<file path="config.mk">
export PLATFORM = sky130hd
export DESIGN_NAME = forward_pipe
export DESIGN_NICKNAME = d
export VERILOG_FILES = /design/src/rtl/forward_pipe_pkg.sv /design/src/rtl/forward_pipe_stage.sv /design/src/rtl/forward_pipe.sv
export SDC_FILE = /design/constraint.sdc
export NUM_CORES = 1
export LEC_CHECK = 0
export ABC_AREA = 1
export CAP_MARGIN = 20
export CORE_MARGIN = 2
export CORE_UTILIZATION = 44
export CTS_CLUSTER_DIAMETER = 100
export DETAILED_ROUTE_END_ITERATION = 12
export PLACE_DENSITY = 0.77
export SLEW_MARGIN = 20
export SYNTH_ARGS = -nofsm -noshare
export SYNTH_HDL_FRONTEND = slang
export SYNTH_HIERARCHICAL = 1
export SYNTH_SLANG_ARGS = --single-unit
</file>
<file path="constraint.sdc">
create_clock -name clk -period 1.7 [get_ports clk]
set_input_delay 0.34 -clock clk [delete_from_list [all_inputs] [get_ports clk]]
set_output_delay 0.34 -clock clk [all_outputs]
set_load 0.005 [all_outputs]
</file>
<file path="src/rtl/forward_pipe_pkg.sv">
// ----------------------------------------------------------------------------
// forward_pipe_pkg
//
// Purpose : Shared elaboration helpers for the forward (valid/data) pipeline
//           slice and its backward skid buffer counterpart. Holds the
//           occupancy-counter width function and the L/DEPTH legality check
//           so both wrappers size and validate their parameters identically.
//
// Contents:
//   fp_count_width(depth)     -> bits needed to hold 0..depth
//   fp_params_legal(l, depth) -> 1 when both data width and depth are >= 1
// ----------------------------------------------------------------------------
package forward_pipe_pkg;

  // Smallest width able to represent every occupancy value 0..depth.
  function automatic int fp_count_width(input int depth);
    return $clog2(depth + 32'sd1);
  endfunction

  // A slice needs at least one data bit and at least one register stage.
  function automatic bit fp_params_legal(input int l, input int depth);
    return (l >= 32'sd1) && (depth >= 32'sd1);
  endfunction

endpackage : forward_pipe_pkg

</file>
<file path="src/rtl/forward_pipe_stage.sv">
// ----------------------------------------------------------------------------
// forward_pipe_stage
//
// Purpose : One forward-registered valid/data stage. The stage accepts a new
//           word whenever it is empty or its own word is leaving, which lets
//           an empty stage fill while the stage ahead is stalled (bubble
//           collapse). The ready path through the stage is combinational.
//
// Ports:
//   clk        in   1  clock, rising edge
//   rst        in   1  asynchronous active-low reset
//   in_valid   in   1  upstream word valid
//   in_data    in   L  upstream word
//   in_ready   out  1  stage can take the upstream word this cycle
//   out_valid  out  1  stage holds a word (registered)
//   out_data   out  L  held word (registered)
//   out_ready  in   1  downstream takes the held word this cycle
// ----------------------------------------------------------------------------
module forward_pipe_stage
  import forward_pipe_pkg::*;
#(
  parameter int L = 8
) (
  input  logic         clk,
  input  logic         rst,
  input  logic         in_valid,
  input  logic [L-1:0] in_data,
  output logic         in_ready,
  output logic         out_valid,
  output logic [L-1:0] out_data,
  input  logic         out_ready
);

  logic         r_valid;
  logic [L-1:0] r_data;

  // The slot is free when empty, or when its current word leaves this edge.
  assign in_ready  = (!r_valid) || out_ready;
  assign out_valid = r_valid;
  assign out_data  = r_data;

  // Occupancy flag: loads the upstream valid whenever the slot is free.
  always_ff @(posedge clk or negedge rst) begin
    if (!rst) begin
      r_valid <= 1'b0;
    end else if (in_ready) begin
      r_valid <= in_valid;
    end else begin
      r_valid <= r_valid;
    end
  end

  // Data register: only captures real words so idle cycles do not toggle it.
  always_ff @(posedge clk or negedge rst) begin
    if (!rst) begin
      r_data <= {L{1'b0}};
    end else if (in_ready && in_valid) begin
      r_data <= in_data;
    end else begin
      r_data <= r_data;
    end
  end

endmodule : forward_pipe_stage

</file>
<file path="src/rtl/forward_pipe.sv">
// ----------------------------------------------------------------------------
// forward_pipe
//
// Purpose : Forward-registered pipeline slice for a valid/ready stream. The
//           valid/data path is registered through DEPTH stages; the ready
//           path is a combinational chain back through the stages so that
//           empty stages keep accepting while the consumer stalls. Words leave
//           in acceptance order with no loss or duplication. A registered
//           occupancy count tracks the number of words held.
//
// Parameters:
//   L      data width in bits (>= 1)
//   DEPTH  number of register stages (>= 1)
//   CW     occupancy count width, derived from DEPTH
//
// Ports:
//   clk      in   1   clock, rising edge
//   rst      in   1   asynchronous active-low reset
//   valid_f  in   1   upstream word valid
//   data_f   in   L   upstream word
//   ready_f  out  1   slice accepts the upstream word this cycle
//   valid_b  out  1   downstream word valid (registered)
//   data_b   out  L   downstream word (registered)
//   ready_b  in   1   downstream accepts the word this cycle
//   count    out  CW  number of words held (registered)
// ----------------------------------------------------------------------------
module forward_pipe
  import forward_pipe_pkg::*;
#(
  parameter int L     = 8,
  parameter int DEPTH = 2,
  parameter int CW    = fp_count_width(DEPTH)
) (
  input  logic          clk,
  input  logic          rst,
  input  logic          valid_f,
  input  logic [L-1:0]  data_f,
  output logic          ready_f,
  output logic          valid_b,
  output logic [L-1:0]  data_b,
  input  logic          ready_b,
  output logic [CW-1:0] count
);

  if (!fp_params_legal(L, DEPTH)) begin : g_illegal_params
    $error("forward_pipe: L and DEPTH must both be at least 1");
  end

  // Index k of these chains is the input side of stage k; index DEPTH is the
  // consumer side of the last stage.
  logic [DEPTH:0] w_valid;
  logic [DEPTH:0] w_ready;
  logic [L-1:0]   w_data [0:DEPTH];

  logic           w_in_xfer;
  logic           w_out_xfer;
  logic [CW-1:0]  r_count;

  assign w_valid[0]     = valid_f;
  assign w_data[0]      = data_f;
  assign w_ready[DEPTH] = ready_b;

  assign ready_f = w_ready[0];
  assign valid_b = w_valid[DEPTH];
  assign data_b  = w_data[DEPTH];
  assign count   = r_count;

  for (genvar gi = 0; gi < DEPTH; gi++) begin : g_stage
    forward_pipe_stage #(
      .L (L)
    ) u_stage (
      .clk       (clk),
      .rst       (rst),
      .in_valid  (w_valid[gi]),
      .in_data   (w_data[gi]),
      .in_ready  (w_ready[gi]),
      .out_valid (w_valid[gi+1]),
      .out_data  (w_data[gi+1]),
      .out_ready (w_ready[gi+1])
    );
  end

  // Words only enter at stage 0 and leave at the last stage; moves between
  // stages never change the total, so the count tracks the end handshakes.
  assign w_in_xfer  = valid_f && w_ready[0];
  assign w_out_xfer = w_valid[DEPTH] && ready_b;

  // Occupancy counter: push-only increments, pop-only decrements.
  always_ff @(posedge clk or negedge rst) begin
    if (!rst) begin
      r_count <= {CW{1'b0}};
    end else begin
      case ({w_in_xfer, w_out_xfer})
        2'b10:   r_count <= r_count + CW'(1'b1);
        2'b01:   r_count <= r_count - CW'(1'b1);
        default: r_count <= r_count;
      endcase
    end
  end

endmodule : forward_pipe
</file>
==> flow_summary.json, run 1 <==
{
  "crit_family": "buffers and inverters",
  "slew_viol_final": 0,
  "worstMarginPinSlew_ps": 252,
  "hold_buffers": 0,
  "h-tree-depth": 1,
  "r2r-start": "g_stage[1].u_stage/out_valid$_DFFE_PN0P_",
  "worstPathArrival_ps": 1290,
  "cp.depth": 6,
  "clock_power_share": 0.159,
  "fillers": 179,
  "rsz0062_at_grt": "no",
  "regToRegSetupSlack_ps": 270,
  "synth_seq_cells": 20,
  "cts_tree": "done",
  "yosys.area.top_type": "dfrtp_1",
  "period_needed_ps": 1630,
  "leakagePower_nw": 0.602,
  "cap_violations": 0,
  "setup_tns_ps": 0,
  "crit_path_end": "ready_f",
  "grt_pass1_wl_um": 2580,
  "place_hpwl_um": 1250,
  "pwr-share-seq": 0.505,
  "first_iter_violations": 29,
  "setup_viol": 0,
  "crit_required_ps": 1360,
  "crit_slowest_cell": "clkdlybuf4s50_1",
  "worstSkewPairLatency_ps": 290,
  "cts_num_sinks": 20,
  "vias": 712,
  "timing.rr.end": "count[1]$_DFFE_PN0P_",
  "wl_per_cell_um": 10.6,
  "area_growth_pct": 34.0,
  "ys_warn_count": 6,
  "worstHoldPathType": "in2async",
  "synth-edff-count": 0,
  "vias_per_cell": 4.72,
  "pwr_density_cell_nw_per_um2": 1140,
  "path_cells": "clkdlybuf4s50_1 -> inv_1 -> nand2_2 -> inv_1 -> nand2_2 -> dlygate4sd2_1",
  "firstDrtPassIters": 4,
  "cts_made_buffers": 3,
  "core-area_sq_um": 1900,
  "grt_antenna_before_repair": 0,
  "regArea_sq_um": 500,
  "die_w_um": 48.3,
  "netlist_area_sq_um": 862,
  "fp.dieH_um": 48.3,
  "synthDistinctLibCells": 9,
  "design_area_sq_um": 1150,
  "crit_fanout": 3,
  "hold_viol": 0,
  "synth_area_leaders": "dfrtp_1 58%, nand2_1 17%, nand3_1 9.9%, buf_6 5.2%, nand2_2 3.6%",
  "syn_nets": 108,
  "clk_pin_slew_ps": 100,
  "power.switching_w": 0.000385,
  "layout.cells.non_filler": 151,
  "status": "complete, no violations",
  "placed_area_sq_um": 1130,
  "fin_nets": 139,
  "max_stage_delay_ps": 480,
  "std_cell_rows": 16,
  "initial_utilization": 0.453,
  "io_pins": 24,
  "cts_max_path_buffers": 2,
  "synth_ff_type": "dfrtp_1",
  "max_freq_mhz": 614,
  "cp-startpoint": "ready_b",
  "start_kind": "input port",
  "fp.dieArea_sq_um": 2330,
  "multi_input_comb_area_sq_um": 290,
  "synthArstFlopShare": 1.00,
  "worst_r2r_path_depth": 10,
  "synth_top_area_frac": 0.581,
  "fin_crit_sh": 0.958,
  "grt.overflow.total": 0,
  "routed_wl_um": 1610,
  "num_antenna_cells": 0,
  "yosysMostFrequentCell": "nand2_1",
  "synth_cells": 95,
  "dp_cells": 148,
  "end_kind": "output port",
  "crit_buf_inv": 4,
  "yosys-top-cells-count": "39 x nand2_1, 20 x dfrtp_1, 17 x nand3_1",
  "path_class": "in2out",
  "drive_gt1_frac": 0.121,
  "ys_seq_area_frac": 0.581,
  "comb_power_share": 0.336,
  "swShare": 0.292,
  "grt_max_degree": 21,
  "placement.io_buffers": 23,
  "place.gp.congestion": 0.739,
  "syn_area_per_cell_sq_um": 9.07,
  "clock_skew_ps": 4.96,
  "root_buffer": "clkbuf_4",
  "drc": 0,
  "grt_pass1_vias": 592,
  "grtUsageTotal": 0.161,
  "internal-power_w": 0.000936,
  "whs_ps": 383,
  "slew_headroom": 0.832,
  "ant_nets": 0,
  "vdd_drop_max_v": 0.000488
}
## metal layers
layer,share of wire,global-route usage,vias to the layer above
met5,0,0,-
met4,0.012,0.0649,0
met3,0.050,0.0222,2
met2,0.49,0.253,29
met1,0.44,0.225,326
li1,-,-,355
## kinds of logic after synthesis
family	synth area share
buf+inv	0.0827
simple gates	0.312
fa+ha+maj	0.0145
xor+xnor	0.0102
flops	0.581
## layout by cell type (no fill, tap or decap)
master | synthesis | layout
nand2_1 | 39 | 39
clkdlybuf4s50_1 | 0 | 22
dfrtp_1 | 20 | 20
nand3_1 | 17 | 17
inv_1 | 7 | 7
buf_4 | 0 | 7
nand2_2 | 5 | 5
clkbuf_4 | 0 | 3
xnor2_1 | 1 | 1
nand4_1 | 1 | 1
ha_1 | 1 | 1
dlygate4sd2_1 | 0 | 1
## cell type report
cell class / instances / share of cell area
multi-input cells: 64 / 0.251
well taps: 27 / 0.0293
repair buffers: 30 / 0.244
inverters: 7 / 0.0228
clock buffers: 3 / 0.0195
flip-flops and latches: 20 / 0.433
## power by group through the flow
stage / clock network, W / registers [W] / logic [W]
5_1_grt: 0.000236 / 0.000685 / 0.000510
6_report: 0.000209 / 0.000667 / 0.000445
4_1_cts: 0.000219 / 0.000670 / 0.000452
2_1_floorplan: 0 / 0.000675 / 0.000200
3_5_place_dp: 0 / 0.000677 / 0.000455
3_3_place_gp: 0 / 0.000670 / 0.000440
## state kept, by name, summed over array words and instances, names as in the netlist
name                       cells
count                          2
g_stage.u_stage/out_valid      2
g_stage.u_stage/out_data      16
## how the worst min path moves through the flow
stage	from	to	slack, ps	depth (start not counted)
after floorplan	rst	count[0]$_DFFE_PN0P_	40	0
final	rst	g_stage[1].u_stage/out_data[3]$_DFFE_PN0P_	380	2
after global routing	rst	g_stage[1].u_stage/out_valid$_DFFE_PN0P_	400	2
after CTS	rst	g_stage[1].u_stage/out_data[3]$_DFFE_PN0P_	380	2
after global placement	g_stage[1].u_stage/out_data[2]$_DFFE_PN0P_	g_stage[1].u_stage/out_data[2]$_DFFE_PN0P_	450	2
after detailed placement	g_stage[1].u_stage/out_data[4]$_DFFE_PN0P_	g_stage[1].u_stage/out_data[4]$_DFFE_PN0P_	460	2
## through the flow
| step | setup WS [ps] | util | power (W) |
|---|---|---|---|
| after floorplan | 184 | - | 0.000876 |
| after global placement | -187 | 0.596 | 0.00111 |
| after detailed placement | -197 | 0.596 | 0.00113 |
| after CTS | 67.3 | 0.607 | 0.00134 |
| after global routing | 5.56 | 0.607 | 0.00143 |
| final | 72.0 | 0.607 | 0.00132 |
## what timing repair did
item,4_1_cts,5_1_grt
resized for setup,1,0
setup buffers,0,0
setup endpoints to repair,1,0
Power figures use the tool's default switching activity.
==> inputs of run 2 (changes only) <==
--- a/config.mk
+++ b/config.mk
@@ -7,9 +7,11 @@
 export LEC_CHECK = 0
 export ABC_AREA = 1
 export CAP_MARGIN = 20
+export CORE_ASPECT_RATIO = 0.75
 export CORE_MARGIN = 2
 export CORE_UTILIZATION = 44
 export CTS_CLUSTER_DIAMETER = 100
+export CTS_CLUSTER_SIZE = 20
 export DETAILED_ROUTE_END_ITERATION = 12
 export PLACE_DENSITY = 0.77
 export SLEW_MARGIN = 20
==> run 2 against run 1 <==
Non-clock buffer count is 1 higher. Wire length is 2.8% higher. First-iteration DRC count is 66% lower. Design area is 0.11% higher. Combinational power is 2% higher. Clock skew is 1.3 ps lower. Critical path type unchanged.
==> flow_summary.json, run 2 (synthesized netlist as in run 1, its figures left out) <==
{
  "core-area_sq_um": 1790,
  "setup_tns_ps": 0,
  "placed_area_sq_um": 1130,
  "grt_antenna_before_repair": 0,
  "area_growth_pct": 34.1,
  "fp.dieH_um": 42.3,
  "worstMarginPinSlew_ps": 249,
  "crit_required_ps": 1360,
  "dp_cells": 144,
  "wl_per_cell_um": 11.2,
  "initial_utilization": 0.482,
  "leakagePower_nw": 0.606,
  "timing.rr.end": "count[1]$_DFFE_PN0P_",
  "cts_max_path_buffers": 2,
  "power_w": 0.00134,
  "grtUsageTotal": 0.162,
  "end_kind": "output port",
  "final_common_cell": "nand2_1",
  "clock_skew_ps": 3.67,
  "clk_pin_slew_ps": 100,
  "worstPathArrival_ps": 1280,
  "slew_viol_final": 0,
  "layout.cells.non_filler": 147,
  "rsz0062_at_grt": "no",
  "firstDrtPassIters": 4,
  "fin_nets": 140,
  "max_freq_mhz": 617,
  "crit_fanout": 4,
  "vdd_drop_max_v": 0.000797,
  "slew_headroom": 0.834,
  "r2r-start": "g_stage[1].u_stage/out_valid$_DFFE_PN0P_",
  "grt.overflow.total": 0,
  "grt_max_degree": 21,
  "final_cell_mix": "39 x nand2_1, 22 x clkdlybuf4s50_1, 20 x dfrtp_1",
  "largest_register_ffs": 16,
  "fp.dieArea_sq_um": 2330,
  "placement.io_buffers": 23,
  "place_hpwl_um": 1270,
  "ant_nets": 0,
  "cts_tree": "done",
  "cts_num_sinks": 20,
  "routed_wl_um": 1650,
  "status": "complete, no violations",
  "first_iter_violations": 10,
  "drive_gt1_frac": 0.128,
  "std_cell_rows": 13,
  "worst_r2r_path_depth": 10,
  "worstSkewPairLatency_ps": 300,
  "setup_viol": 0,
  "hold_viol": 0,
  "period_needed_ps": 1620,
  "h-tree-depth": 1,
  "num_antenna_cells": 0,
  "root_buffer": "clkbuf_4",
  "grt_pass1_vias": 623,
  "fin_util": 0.646,
  "place.gp.congestion": 0.744,
  "vias_per_cell": 4.82,
  "fin_crit_sh": 0.954,
  "io_pins": 24,
  "grt_pass1_wl_um": 2590,
  "design_area_sq_um": 1160,
  "start_kind": "input port",
  "worstHoldPathType": "in2async",
  "regToRegSetupSlack_ps": 250,
  "vias": 708,
  "cap_violations": 0,
  "cts_made_buffers": 3,
  "drc": 0,
  "pwr_density_cell_nw_per_um2": 1160,
  "path_class": "in2out",
  "die_w_um": 55.1,
  "cp-startpoint": "ready_b"
}
==> run 2: layout make-up <==
type                    count  area, sq um
clock buffers               3         22.5
inverters                   7         26.3
well taps                  22         27.5
repair buffers             31          289
fillers                   158          633
multi-input cells          64          290
flip-flops and latches     20          500
==> run 2: worst max-delay path by stage <==
stage                                 to  cells past startpoint
CTS                              ready_f                      6
finish                           ready_f                      6
floorplan           count[1]$_DFFE_PN0P_                     11
global placement                 ready_f                      6
global route                     ready_f                      6
detailed placement  count[1]$_DFFE_PN0P_                     12
==> run 2: critical path, cell delays in order <==
cell             delay [ps]
clkdlybuf4s50_1         480
inv_1                    50
nand2_2                  50
inv_1                    40
nand2_2                  80
dlygate4sd2_1           240
==> run 2: timing repair <==
| item | CTS | global route |
|---|---|---|
| gates resized for setup | 1 | 0 |
| endpoints found under the hold margin | 0 | 0 |
| buffers inserted | 0 | 0 |
| hold buffers | 0 | 0 |
| setup endpoints to repair | 1 | 0 |
==> run 2: layer usage <==
| layer | GRT usage | up-vias | share of wire |
|---|---|---|---|
| met1 | 0.189 | 324 | 0.42 |
| met2 | 0.271 | 21 | 0.50 |
| li1 | - | 360 | - |
| met3 | 0.0643 | 3 | 0.069 |
| met4 | 0.0439 | 0 | 0.0048 |
| met5 | 0 | - | 0 |
==> run 2: stage by stage <==
step                      hold WS [ps]  setup slack (ps)
after global placement             453              -192
after detailed placement           459              -210
final                              363              78.3
after CTS                          365              63.3
after global routing               391             0.481
after floorplan                   44.4               184
==> run 2: power by group <==
part / switching (W) / total (W) / internal (W)
combinational: 0.000190 / 0.000455 / 0.000266
clock: 0.000137 / 0.000220 / 0.0000827
sequential: 0.0000695 / 0.000661 / 0.000591
total: 0.000397 / 0.00134 / 0.000939
